File: src/rtl/an_code_pkg.sv
// rtl/an_code_pkg.sv - shared constants, status codes and FSM states for the AN-code decoder
//
// Purpose: constants of the A = 6311 product code (20-bit data, 33-bit
// codewords), the 2-bit status encoding and the controller state enum.
package an_code_pkg;

  localparam int unsigned AN_A      = 6311;
  localparam int unsigned AN_A_W    = 13;
  localparam int unsigned AN_DATA_W = 20;
  localparam int unsigned AN_CW_W   = 33;

  localparam logic [1:0] ST_CLEAN = 2'b00;
  localparam logic [1:0] ST_CORR  = 2'b01;
  localparam logic [1:0] ST_UNC   = 2'b10;

  typedef enum logic [2:0] {
    S_IDLE,
    S_DIV1,
    S_LUT,
    S_FIX,
    S_DIV2,
    S_DONE
  } state_t;

endpackage

File: src/rtl/SEC_rLUT20bits.sv
// rtl/SEC_rLUT20bits.sv - remainder to single-error location lookup for A = 6311
//
// Purpose: a remainder r that equals 2^i mod A marks a +2^i error
// (location +(i+1)); r equal to A - (2^i mod A) marks a -2^i error
// (location -(i+1)). Any other remainder yields 0 (not locatable).
// Ports:
//   r  remainder of the received word modulo 6311
//   l  signed error location, 0 when r is not a single-error syndrome
module SEC_rLUT20bits (
  input  logic [12:0]       r,
  output logic signed [6:0] l
);

  always_comb begin : lut_search
    int p;
    l = '0;
    p = 1;
    // Walks 2^i mod A for the 33 bit positions; the loop unrolls into
    // constant comparators.
    for (int i = 0; i < 33; i++) begin
      if (int'(r) == p) begin
        l = 7'(i + 1);
      end else if (int'(r) == 6311 - p) begin
        l = 7'(-(i + 1));
      end
      p = (p * 2) % 6311;
    end
  end

endmodule

File: src/rtl/an_serdiv_step.sv
// rtl/an_serdiv_step.sv - one combinational step of a restoring divide by A
//
// Purpose: shifts the next dividend bit into the partial remainder and
// subtracts A when possible.
// Ports:
//   r_i   partial remainder, always < A
//   bit_i next dividend bit (MSB first)
//   r_o   updated remainder, < A
//   q_o   quotient bit produced by this step
module an_serdiv_step
  import an_code_pkg::*;
(
  input  logic [AN_A_W-1:0] r_i,
  input  logic              bit_i,
  output logic [AN_A_W-1:0] r_o,
  output logic              q_o
);

  localparam logic [AN_A_W:0] A_EXT = AN_A[AN_A_W:0];

  logic [AN_A_W:0] t;

  assign t   = {r_i, bit_i};
  assign q_o = (t >= A_EXT);
  // t < 2A, so after a subtraction the result still fits in AN_A_W bits.
  assign r_o = q_o ? AN_A_W'(t - A_EXT) : t[AN_A_W-1:0];

endmodule

File: src/rtl/an_sec_decode_ctrl.sv
// rtl/an_sec_decode_ctrl.sv - single-error-correcting AN-code decode controller
//
// Purpose: accepts one 33-bit codeword, divides it by A bit-serially,
// locates and corrects a single arithmetic error, re-divides to recover
// the 20-bit data and reports status, with saturating error counters.
// Ports:
//   clk, rst_n            clock, synchronous active-low reset
//   in_valid/in_ready     codeword handshake, in_cw received codeword
//   out_valid/out_ready   result handshake
//   out_data/out_cw       decoded data, corrected (or received) codeword
//   out_status/out_loc    00 clean / 01 corrected / 10 uncorrectable, location
//   cnt_clr               clears both counters
//   corr_cnt/unc_cnt      saturating corrected / uncorrectable counts
module an_sec_decode_ctrl
  import an_code_pkg::*;
#(
  parameter int CNT_W = 16
) (
  input  logic                 clk,
  input  logic                 rst_n,
  input  logic                 in_valid,
  output logic                 in_ready,
  input  logic [AN_CW_W-1:0]   in_cw,
  output logic                 out_valid,
  input  logic                 out_ready,
  output logic [AN_DATA_W-1:0] out_data,
  output logic [AN_CW_W-1:0]   out_cw,
  output logic [1:0]           out_status,
  output logic signed [6:0]    out_loc,
  input  logic                 cnt_clr,
  output logic [CNT_W-1:0]     corr_cnt,
  output logic [CNT_W-1:0]     unc_cnt
);

  localparam logic [5:0] LAST_STEP = 6'(AN_CW_W - 1);

  state_t                state_q, state_d;
  logic [AN_CW_W-1:0]    rx_q, rx_d;
  logic [AN_CW_W-1:0]    cw_q, cw_d;
  logic [AN_A_W-1:0]     r_q, r_d;
  logic [AN_CW_W-1:0]    q_q, q_d;
  logic [5:0]            cnt_q, cnt_d;
  logic signed [6:0]     l_q, l_d;
  logic [AN_DATA_W-1:0]  od_q, od_d;
  logic [AN_CW_W-1:0]    ocw_q, ocw_d;
  logic [1:0]            ost_q, ost_d;
  logic signed [6:0]     oloc_q, oloc_d;
  logic [CNT_W-1:0]      corr_q, corr_d;
  logic [CNT_W-1:0]      unc_q, unc_d;

  // Shared divider datapath: DIV2 divides the corrected word, DIV1 the received one.
  logic [AN_CW_W-1:0] div_src;
  logic [5:0]         bit_idx;
  logic               div_bit;
  logic [AN_A_W-1:0]  step_rem;
  logic               step_qbit;
  logic [AN_CW_W-1:0] q_shift;
  logic               last_step;

  assign div_src   = (state_q == S_DIV2) ? cw_q : rx_q;
  assign bit_idx   = LAST_STEP - cnt_q;
  assign div_bit   = div_src[bit_idx];
  assign q_shift   = {q_q[AN_CW_W-2:0], step_qbit};
  assign last_step = (cnt_q == LAST_STEP);

  an_serdiv_step u_step (
    .r_i   (r_q),
    .bit_i (div_bit),
    .r_o   (step_rem),
    .q_o   (step_qbit)
  );

  logic signed [6:0] lut_l;

  SEC_rLUT20bits u_lut (
    .r (r_q),
    .l (lut_l)
  );

  // Correction: a positive location means the word picked up +2^(l-1),
  // so subtract it; a negative one means it lost 2^(-l-1), so add it back.
  // The extra top bit catches a borrow below zero or a carry past 33 bits.
  logic signed [6:0] l_neg;
  logic [5:0]        shamt;
  logic [AN_CW_W:0]  pow2;
  logic [AN_CW_W:0]  fx;

  assign l_neg = -l_q;
  assign shamt = l_q[6] ? 6'(l_neg - 7'sd1) : 6'(l_q - 7'sd1);
  assign pow2  = {{AN_CW_W{1'b0}}, 1'b1} << shamt;
  assign fx    = l_q[6] ? ({1'b0, rx_q} + pow2) : ({1'b0, rx_q} - pow2);

  logic q_hi_nz;
  logic qs_hi_nz;

  assign q_hi_nz  = |q_q[AN_CW_W-1:AN_DATA_W];
  assign qs_hi_nz = |q_shift[AN_CW_W-1:AN_DATA_W];

  always_comb begin
    state_d = state_q;
    rx_d    = rx_q;
    cw_d    = cw_q;
    r_d     = r_q;
    q_d     = q_q;
    cnt_d   = cnt_q;
    l_d     = l_q;
    od_d    = od_q;
    ocw_d   = ocw_q;
    ost_d   = ost_q;
    oloc_d  = oloc_q;
    corr_d  = corr_q;
    unc_d   = unc_q;

    case (state_q)
      S_IDLE: begin
        if (in_valid) begin
          rx_d    = in_cw;
          r_d     = '0;
          q_d     = '0;
          cnt_d   = '0;
          state_d = S_DIV1;
        end
      end
      S_DIV1: begin
        r_d   = step_rem;
        q_d   = q_shift;
        cnt_d = cnt_q + 6'd1;
        if (last_step) begin
          state_d = S_LUT;
        end
      end
      S_LUT: begin
        l_d = lut_l;
        if (r_q == '0 || lut_l == 7'sd0) begin
          od_d    = q_q[AN_DATA_W-1:0];
          ocw_d   = rx_q;
          oloc_d  = '0;
          ost_d   = (r_q == '0 && !q_hi_nz) ? ST_CLEAN : ST_UNC;
          state_d = S_DONE;
        end else begin
          state_d = S_FIX;
        end
      end
      S_FIX: begin
        if (fx[AN_CW_W]) begin
          od_d    = q_q[AN_DATA_W-1:0];
          ocw_d   = rx_q;
          oloc_d  = '0;
          ost_d   = ST_UNC;
          state_d = S_DONE;
        end else begin
          cw_d    = fx[AN_CW_W-1:0];
          r_d     = '0;
          q_d     = '0;
          cnt_d   = '0;
          state_d = S_DIV2;
        end
      end
      S_DIV2: begin
        r_d   = step_rem;
        q_d   = q_shift;
        cnt_d = cnt_q + 6'd1;
        if (last_step) begin
          od_d = q_shift[AN_DATA_W-1:0];
          if (qs_hi_nz) begin
            ost_d  = ST_UNC;
            ocw_d  = rx_q;
            oloc_d = '0;
          end else begin
            ost_d  = ST_CORR;
            ocw_d  = cw_q;
            oloc_d = l_q;
          end
          state_d = S_DONE;
        end
      end
      S_DONE: begin
        if (out_ready) begin
          state_d = S_IDLE;
        end
      end
      default: state_d = S_IDLE;
    endcase

    // A clear on the handshake edge wins, and that word goes uncounted.
    if (cnt_clr) begin
      corr_d = '0;
      unc_d  = '0;
    end else if (state_q == S_DONE && out_ready) begin
      if (ost_q == ST_CORR && corr_q != {CNT_W{1'b1}}) begin
        corr_d = corr_q + CNT_W'(1);
      end
      if (ost_q == ST_UNC && unc_q != {CNT_W{1'b1}}) begin
        unc_d = unc_q + CNT_W'(1);
      end
    end
  end

  always_ff @(posedge clk) begin
    if (!rst_n) begin
      state_q <= S_IDLE;
      rx_q    <= '0;
      cw_q    <= '0;
      r_q     <= '0;
      q_q     <= '0;
      cnt_q   <= '0;
      l_q     <= '0;
      od_q    <= '0;
      ocw_q   <= '0;
      ost_q   <= ST_CLEAN;
      oloc_q  <= '0;
      corr_q  <= '0;
      unc_q   <= '0;
    end else begin
      state_q <= state_d;
      rx_q    <= rx_d;
      cw_q    <= cw_d;
      r_q     <= r_d;
      q_q     <= q_d;
      cnt_q   <= cnt_d;
      l_q     <= l_d;
      od_q    <= od_d;
      ocw_q   <= ocw_d;
      ost_q   <= ost_d;
      oloc_q  <= oloc_d;
      corr_q  <= corr_d;
      unc_q   <= unc_d;
    end
  end

  // A corrected word is a multiple of A by construction; a remainder here
  // means the LUT or correction arithmetic is broken.
  always_ff @(posedge clk) begin
    if (rst_n && state_q == S_DIV2 && last_step) begin
      assert (step_rem == '0);
    end
  end

  assign in_ready   = (state_q == S_IDLE);
  assign out_valid  = (state_q == S_DONE);
  assign out_data   = od_q;
  assign out_cw     = ocw_q;
  assign out_status = ost_q;
  assign out_loc    = oloc_q;
  assign corr_cnt   = corr_q;
  assign unc_cnt    = unc_q;

endmodule

File: config.mk
export PLATFORM = sky130hd
export DESIGN_NAME = an_sec_decode_ctrl
export DESIGN_NICKNAME = d
export VERILOG_FILES = /design/src/rtl/an_code_pkg.sv /design/src/rtl/SEC_rLUT20bits.sv /design/src/rtl/an_serdiv_step.sv /design/src/rtl/an_sec_decode_ctrl.sv
export SDC_FILE = /design/constraint.sdc
export NUM_CORES = 1
export LEC_CHECK = 0
export BUFFER_PORTS_ARGS = -buffer_cell sky130_fd_sc_hd__buf_2
export CORE_ASPECT_RATIO = 0.75
export CORE_MARGIN = 1.5
export CORE_UTILIZATION = 30
export CTS_BUF_LIST = sky130_fd_sc_hd__clkbuf_8
export CTS_CLUSTER_DIAMETER = 30
export CTS_CLUSTER_SIZE = 12
export DETAILED_ROUTE_END_ITERATION = 10
export GPL_ROUTABILITY_DRIVEN = 0
export SYNTH_ARGS = -nofsm -noshare
export SYNTH_HDL_FRONTEND = slang
export SYNTH_SLANG_ARGS = --single-unit
File: constraint.sdc
create_clock -name clk -period 10.7 [get_ports clk]
set_input_delay 2.14 -clock clk [delete_from_list [all_inputs] [get_ports clk]]
set_output_delay 2.14 -clock clk [all_outputs]
set_load 0.005 [all_outputs]
==> qor.txt, run 1 <==
met2 usage in global routing = 0.238
number of synthesized flops with an enable pin = 0
Worst setup SP type = flop
# resized after CTS = 0
clock sinks = 222
Max VDD drop = 0.0736 mV
initial core utilization = 0.305
Final #Nets = 2001
setup violators final = 0
Power Dens Cells = 121 mW/mm²
Logic pwr share = 0.067
final hold vios = 0
Worst Setup End Kind = flop
io pins = 134
Top FF cell, synth = dfxtp_1
P_leak = 0.00686 µW
sequential area share after synthesis = 0.291
failing checks = design-rule violations
Max Cap Viol = 0
Tot GR Track Use = 0.181
Inst Count DP = 2522
crit path kind = reg2reg
Reg clk slew, reported paths = 0.05 ns
Net Count, Synth = 1943
diode count = 0
DRT iter0 DRCs = 1947
pre-CTS WS = 2.50 ns
post-route ant nets = 0
grt peak-use layer = met1
first-pass GRT wire length = 76.9 mm
Routed WL = 49.4 mm
Clk Latency, worst-skew pair = 0.66 ns
Netlist cell types = 91
Yosys top cell area share = 0.291
Post-Layout Cell Count = 2622
area of the die = 0.0523 mm²
clk root buf = clkbuf_8
CP Cell Sequence = inv_1 -> ha_1 -> nand2b_1 -> a21oi_1 -> o211ai_1 -> nand2b_1 -> ha_1 -> o21a_1 -> nor2b_1 -> nor2_1 -> xnor2_1 -> ha_1 -> o21ai_0 -> a21boi_0 -> a31oi_1 -> a31o_2 -> a21o_1 -> a211o_1 -> a21oi_2 -> a32o_4 -> buf_4 -> o21ai_0 -> nor3b_2
HP Class = reg2reg
DR vias/cell = 5.72
Switching Fraction = 0.270
synth-to-layout area growth = 14.2%
RSZ-0062 raised after global routing = no
Synth area leaders = dfxtp_1, mux2i_1, a21oi_1, o21ai_0, nand2_1
CTS tree = built
worst-path fanout max = 62
Req. time, crit path = 11.19 ns
vias in the first global route = 13600
drt pass-1 iters = 11
M1 GR Usage = 0.274
Tmin final = 8.33 ns
grt ovf = 0
largest net degree at the start of global routing = 101
Psw = 571 µW
Syn Inst Count = 1863
cts hold-fix bufs = 0
Core Box Area = 0.0502 mm²
# Post-CTS Setup Buffers = 0
Synth area leader = dfxtp_1
pins over their slew limit = 0
CTS Buffer Depth = 3
chip height = 199 µm
Final HPWL DP = 34.6 mm
Yosys reg bits = 222
Final period util = 0.779
Async SR Flop Fraction = 0
Residual DRC = 1
WP buf/inv = 2
crit-path max cell delay = 0.81 ns
Routed WL per cell = 18.8 µm
Sequential Power Share = 0.407
crit path DAT = 8.82 ns
Inserted Clock Buffers = 54
DR vias = 15000
IO buf count = 133
Synth Warn # = 0
critical path's top delay family = compound AO/OA/AOI/OAI gates
Final Worst Setup Slack = 2.37 ns
H-tree levels = 2
setup tns final = 0 ns
Clock Skew = 0.0471 ns
Worst Tran Pin Value = 1.23 ns
layout cells sized above 1 = 0.198
initial antenna violation count = 0
most numerous cell on the critical path = ha_1
Slew headroom = 0.180
FMAX = 0.120 GHz
Critical-path top delay cell = a32o_4
mean post-synth cell area = 8.21 µm²
status = complete, but fails checks
Clock Power Share = 0.527
Die Span X = 264 µm
grt met3 use = 0.0576
internal power = 1540 µW
Rows = 71
fill count = 5183
Mapped Area = 0.0153 mm²
[sequential cells by signal (all words and copies together), names as in the netlist, 13 cells and up]
register,cells
corr_cnt,16
cw_q,33
out_cw,33
out_data,20
q_q,33
r_q,13
rx_q,33
unc_cnt,16
[worst min-delay path, stage by stage, from the launching register on]
cell and delay (ns):
dfxtp_1 0.31, nand2_1 0.05, mux2i_1 0.06
[cell families after synthesis]
logic type,share of synthesized area
and+or+nand+nor,0.283
DFF,0.291
buffers and inverters,0.0534
muxes,0.0736
adders and majority gates,0.0349
xor gates and xnor gates,0.0525
AOI/OAI and AO/OA,0.212
[cell usage in the layout, fill, tap and decap left out, drive strengths merged, types with 16 or more instances in the layout]
| cell type | synthesis | routed |
|---|---|---|
| dfxtp | 222 | 222 |
| nand2 | 179 | 179 |
| buf | 40 | 155 |
| a21oi | 149 | 149 |
| o21ai | 140 | 140 |
| nor2 | 124 | 124 |
| nor3 | 92 | 92 |
| mux2i | 91 | 91 |
| nand3 | 71 | 71 |
| nor3b | 64 | 64 |
| clkbuf | 113 | 61 |
| xor2 | 48 | 48 |
| a22o | 44 | 44 |
| xnor2 | 42 | 42 |
| ha | 41 | 41 |
| inv | 25 | 38 |
| nand4 | 37 | 37 |
| a31oi | 25 | 25 |
| nand2b | 20 | 20 |
| and3 | 18 | 18 |
| or3 | 18 | 18 |
| o211ai | 17 | 17 |
| a211oi | 16 | 16 |
[final cells by class]
type,instances,area (µm²),share of cell area
clock buffer,61,840,0.0481
multi-input combinational,1463,10100,0.577
tap,657,822,0.0471
timing repair buffer,155,831,0.0476
inverter,25,96.3,0.00552
clock inverter,39,357,0.0204
sequential,222,4450,0.255
[per-layer routing]
| layer | share of wire | vias to the layer above |
|---|---|---|
| li1 | - | 7001 |
| met1 | 0.48 | 7100 |
| met2 | 0.38 | 768 |
| met3 | 0.12 | 117 |
| met4 | 0.023 | 0 |
| met5 | 0 | - |
[synth_stat cells, types with 10 or more instances]
library cell,count
a211oi_1,16
a21o_1,13
a21oi_1,148
a22o_1,44
a31oi_1,25
and3_1,18
buf_1,10
buf_2,13
clkbuf_1,113
dfxtp_1,222
ha_1,41
inv_1,24
mux2i_1,91
nand2_1,179
nand2b_1,20
nand3_1,71
nand4_1,37
nor2_1,121
nor2b_1,14
nor3_1,42
nor3_2,50
nor3b_1,13
nor3b_2,51
nor4_1,12
o211ai_1,16
o21ai_0,138
o22ai_1,11
or3_1,18
xnor2_1,40
xor2_1,48
[final timing paths]
path                   start           end  slack, ns  depth (start not counted)
setup / recovery      l_q[0]  out_data[14]       2.37                         23
hold / removal    out_loc[1]    out_loc[1]       0.46                          2
setup reg to reg      l_q[0]  out_data[14]       2.37                         23
hold reg to reg   out_loc[1]    out_loc[1]       0.46                          2
[stage by stage]
step	area (µm²)	power [µW]	utilization	hold slack, ns
after floorplan	15300	965	-	0.441
after global placement	16300	1010	0.324	0.445
after detailed placement	16300	1010	0.324	0.458
after CTS	17500	2140	0.348	0.466
after global routing	17500	2200	0.348	0.486
final	17500	2110	0.348	0.463
[power groups by stage]
stage          Clock (µW)  Combinational [µW]  Sequential [µW]
6_report             1110                 141              859
5_1_grt              1180                 153              859
4_1_cts              1140                 139              857
3_5_place_dp            0                 138              875
3_3_place_gp            0                 138              875
2_1_floorplan           0                 103              862
(Power assumes the default switching activity.)
==> run 2: changes to the inputs <==
Settings changed: ABC_AREA set to 1.
Clock period 10.7 ns to 7.1 ns, I/O delays scaled along.
==> run 2 against run 1 <==
Effect of this change:
- the flow now finishes without violations
- sequential power up 66%
- die area down 5.0%
- via count up 2.3%
- flip-flop and latch count unchanged
- non-clock buffer count up 2
- design area down 4.5%
- global-route usage up 0.31 points
- largest cell class unchanged
==> qor.txt, run 2 <==
status = completed
# Post-CTS Setup Buffers = 0
Async SR Flop Fraction = 0
Final #Nets = 2405
number of synthesized flops with an enable pin = 0
Final period util = 0.878
Residual DRC = 0
Slew headroom = 0.411
mean post-synth cell area = 6.53 µm²
post-route ant nets = 0
IO buf count = 133
Synth area leader = dfxtp_1
Worst Tran Pin Value = 0.883 ns
Rows = 69
crit path DAT = 6.66 ns
# resized after CTS = 0
largest net degree at the start of global routing = 81
commonest non-fill, non-tap cell in the layout = nand2_1
Inst Count DP = 2919
worst hold slack = 0.461 ns
chip height = 194 µm
commonest cells in the netlist = nand2_1, inv_1, a21oi_1, nor2_1, dfxtp_1
Yosys reg bits = 222
Reg clk slew, reported paths = 0.06 ns
Max Cap Viol = 0
Critical-path top delay cell = dfxtp_1
FMAX = 0.160 GHz
vias in the first global route = 14500
area of the die = 0.0497 mm²
Tmin final = 6.24 ns
Synth area leaders = dfxtp_1, nand2_1, a21oi_1, inv_1, nor2_1
DR vias/cell = 5.12
Tot GR Track Use = 0.185
initial core utilization = 0.305
Inserted Clock Buffers = 42
mux cell area share after synthesis = 0
H-tree levels = 2
grt ovf = 0
setup violators final = 0
Worst setup SP type = flop
largest family of logic cells by synthesized area = simple AND/OR/NAND/NOR gates
clk root buf = clkbuf_8
CTS Buffer Depth = 3
Post-Layout Cell Count = 2995
Final HPWL DP = 34.1 mm
Routed WL = 47.7 mm
sequential area share after synthesis = 0.306
synth-to-layout area growth = 14.8%
Die Span X = 257 µm
crit path kind = reg2reg
clock sinks = 222
Max VDD drop = 0.126 mV
DRT iter0 DRCs = 1683
fin area = 0.0167 mm²
dpl cell area = 0.0157 mm²
worst-path fanout max = 30
Net Count, Synth = 2303
Clk Latency, worst-skew pair = 0.58 ns
io pins = 134
layout cells sized above 1 = 0.154
Top FF cell, synth = dfxtp_1
Worst Setup End Kind = flop
drt pass-1 iters = 9
initial antenna violation count = 1
CTS tree = built
Netlist cell types = 60
RSZ-0062 raised after global routing = no
Synth Warn # = 0
HP Class = reg2reg
first-pass GRT wire length = 76.4 mm
final hold vios = 0
Mapped Area = 0.0145 mm²
Req. time, crit path = 7.52 ns
commonest non-fill, non-tap cells in the layout = nand2_1, inv_1, a21oi_1
Syn Inst Count = 2223
final core occ = 0.350
cts hold-fix bufs = 0
Yosys top cell area share = 0.306
Routed WL per cell = 15.9 µm
DR vias = 15300
pins over their slew limit = 0
most numerous cell on the critical path = nand2_1
cell with the most instances after synthesis = nand2_1
hold path start = out_data[8]
Post-Synth Simple-Gate Area = 0.311
Synth Area in XOR/XNOR = 0.0464
P_leak = 0.00682 µW
diode count = 0
Core Box Area = 0.0476 mm²
crit path from = l_q[0]
crit-path max cell delay = 0.38 ns
adder-cell share of the synthesized area = 0.0367
R2R Setup Slk = 0.86 ns
setup tns final = 0 ns
Clock Skew = 0.0324 ns
Power Dens Cells = 268 mW/mm²
worst r2r src = l_q[0]
complex-gate fraction of the synthesized area = 0.197
==> run 2: worst max-delay path, delay by kind of cell (launching register included) <==
| kind | cells | cell delay (ns) |
|---|---|---|
| AO/OA/AOI/OAI | 4 | 0.64 |
| XOR/XNOR | 2 | 0.44 |
| adder cells (fa/ha/maj) | 3 | 0.76 |
| buffers and inverters | 3 | 0.42 |
| flip-flops | 1 | 0.38 |
| AND/OR/NAND/NOR | 23 | 3.44 |
==> run 2: power by group <==
part	switching [µW]	internal, µW
registers	95.0	1340
logic	1110	506
clock network	612	805
==> run 2: metrics by stage <==
stage / worst slack, ns / power (µW)
after global routing: 0.0540 / 4730
final: 0.863 / 4470
after detailed placement: 0.685 / 3020
after floorplan: 1.97 / 2590
after CTS: 0.627 / 4450
after global placement: 0.959 / 3000
==> run 2: worst paths after layout <==
path,to,cells after the start
worst max-delay path,out_data[14],35
worst min-delay path,out_data[8],2
worst max register to register,out_data[14],35
worst min register to register,out_data[8],2
==> run 2: cells by family after synthesis <==
logic type	count (synthesis)
and+or+nand+nor	1014
AOI/OAI and AO/OA	508
adders and majority gates	42
buffers and inverters	361
xor gates and xnor gates	76
DFF	222
==> run 2: metal layers <==
layer  GRT usage  vias to the layer above  routed length [µm]
li1            -                     7594                   -
met1       0.277                     7050               23400
met2       0.262                      603               19000
met3      0.0396                       82                4250
met4      0.0499                        2                 967
met5           0                        -                  13
==> run 2: layout make-up <==
cell class              count  area [µm²]
fillers                  5127       30900
well taps                 639         800
inverters                 261         990
flip-flops and latches    222        4440
clock buffers              47         647
multi-input cells        1641        8630
repair buffers            157         862
clock inverters            28         293
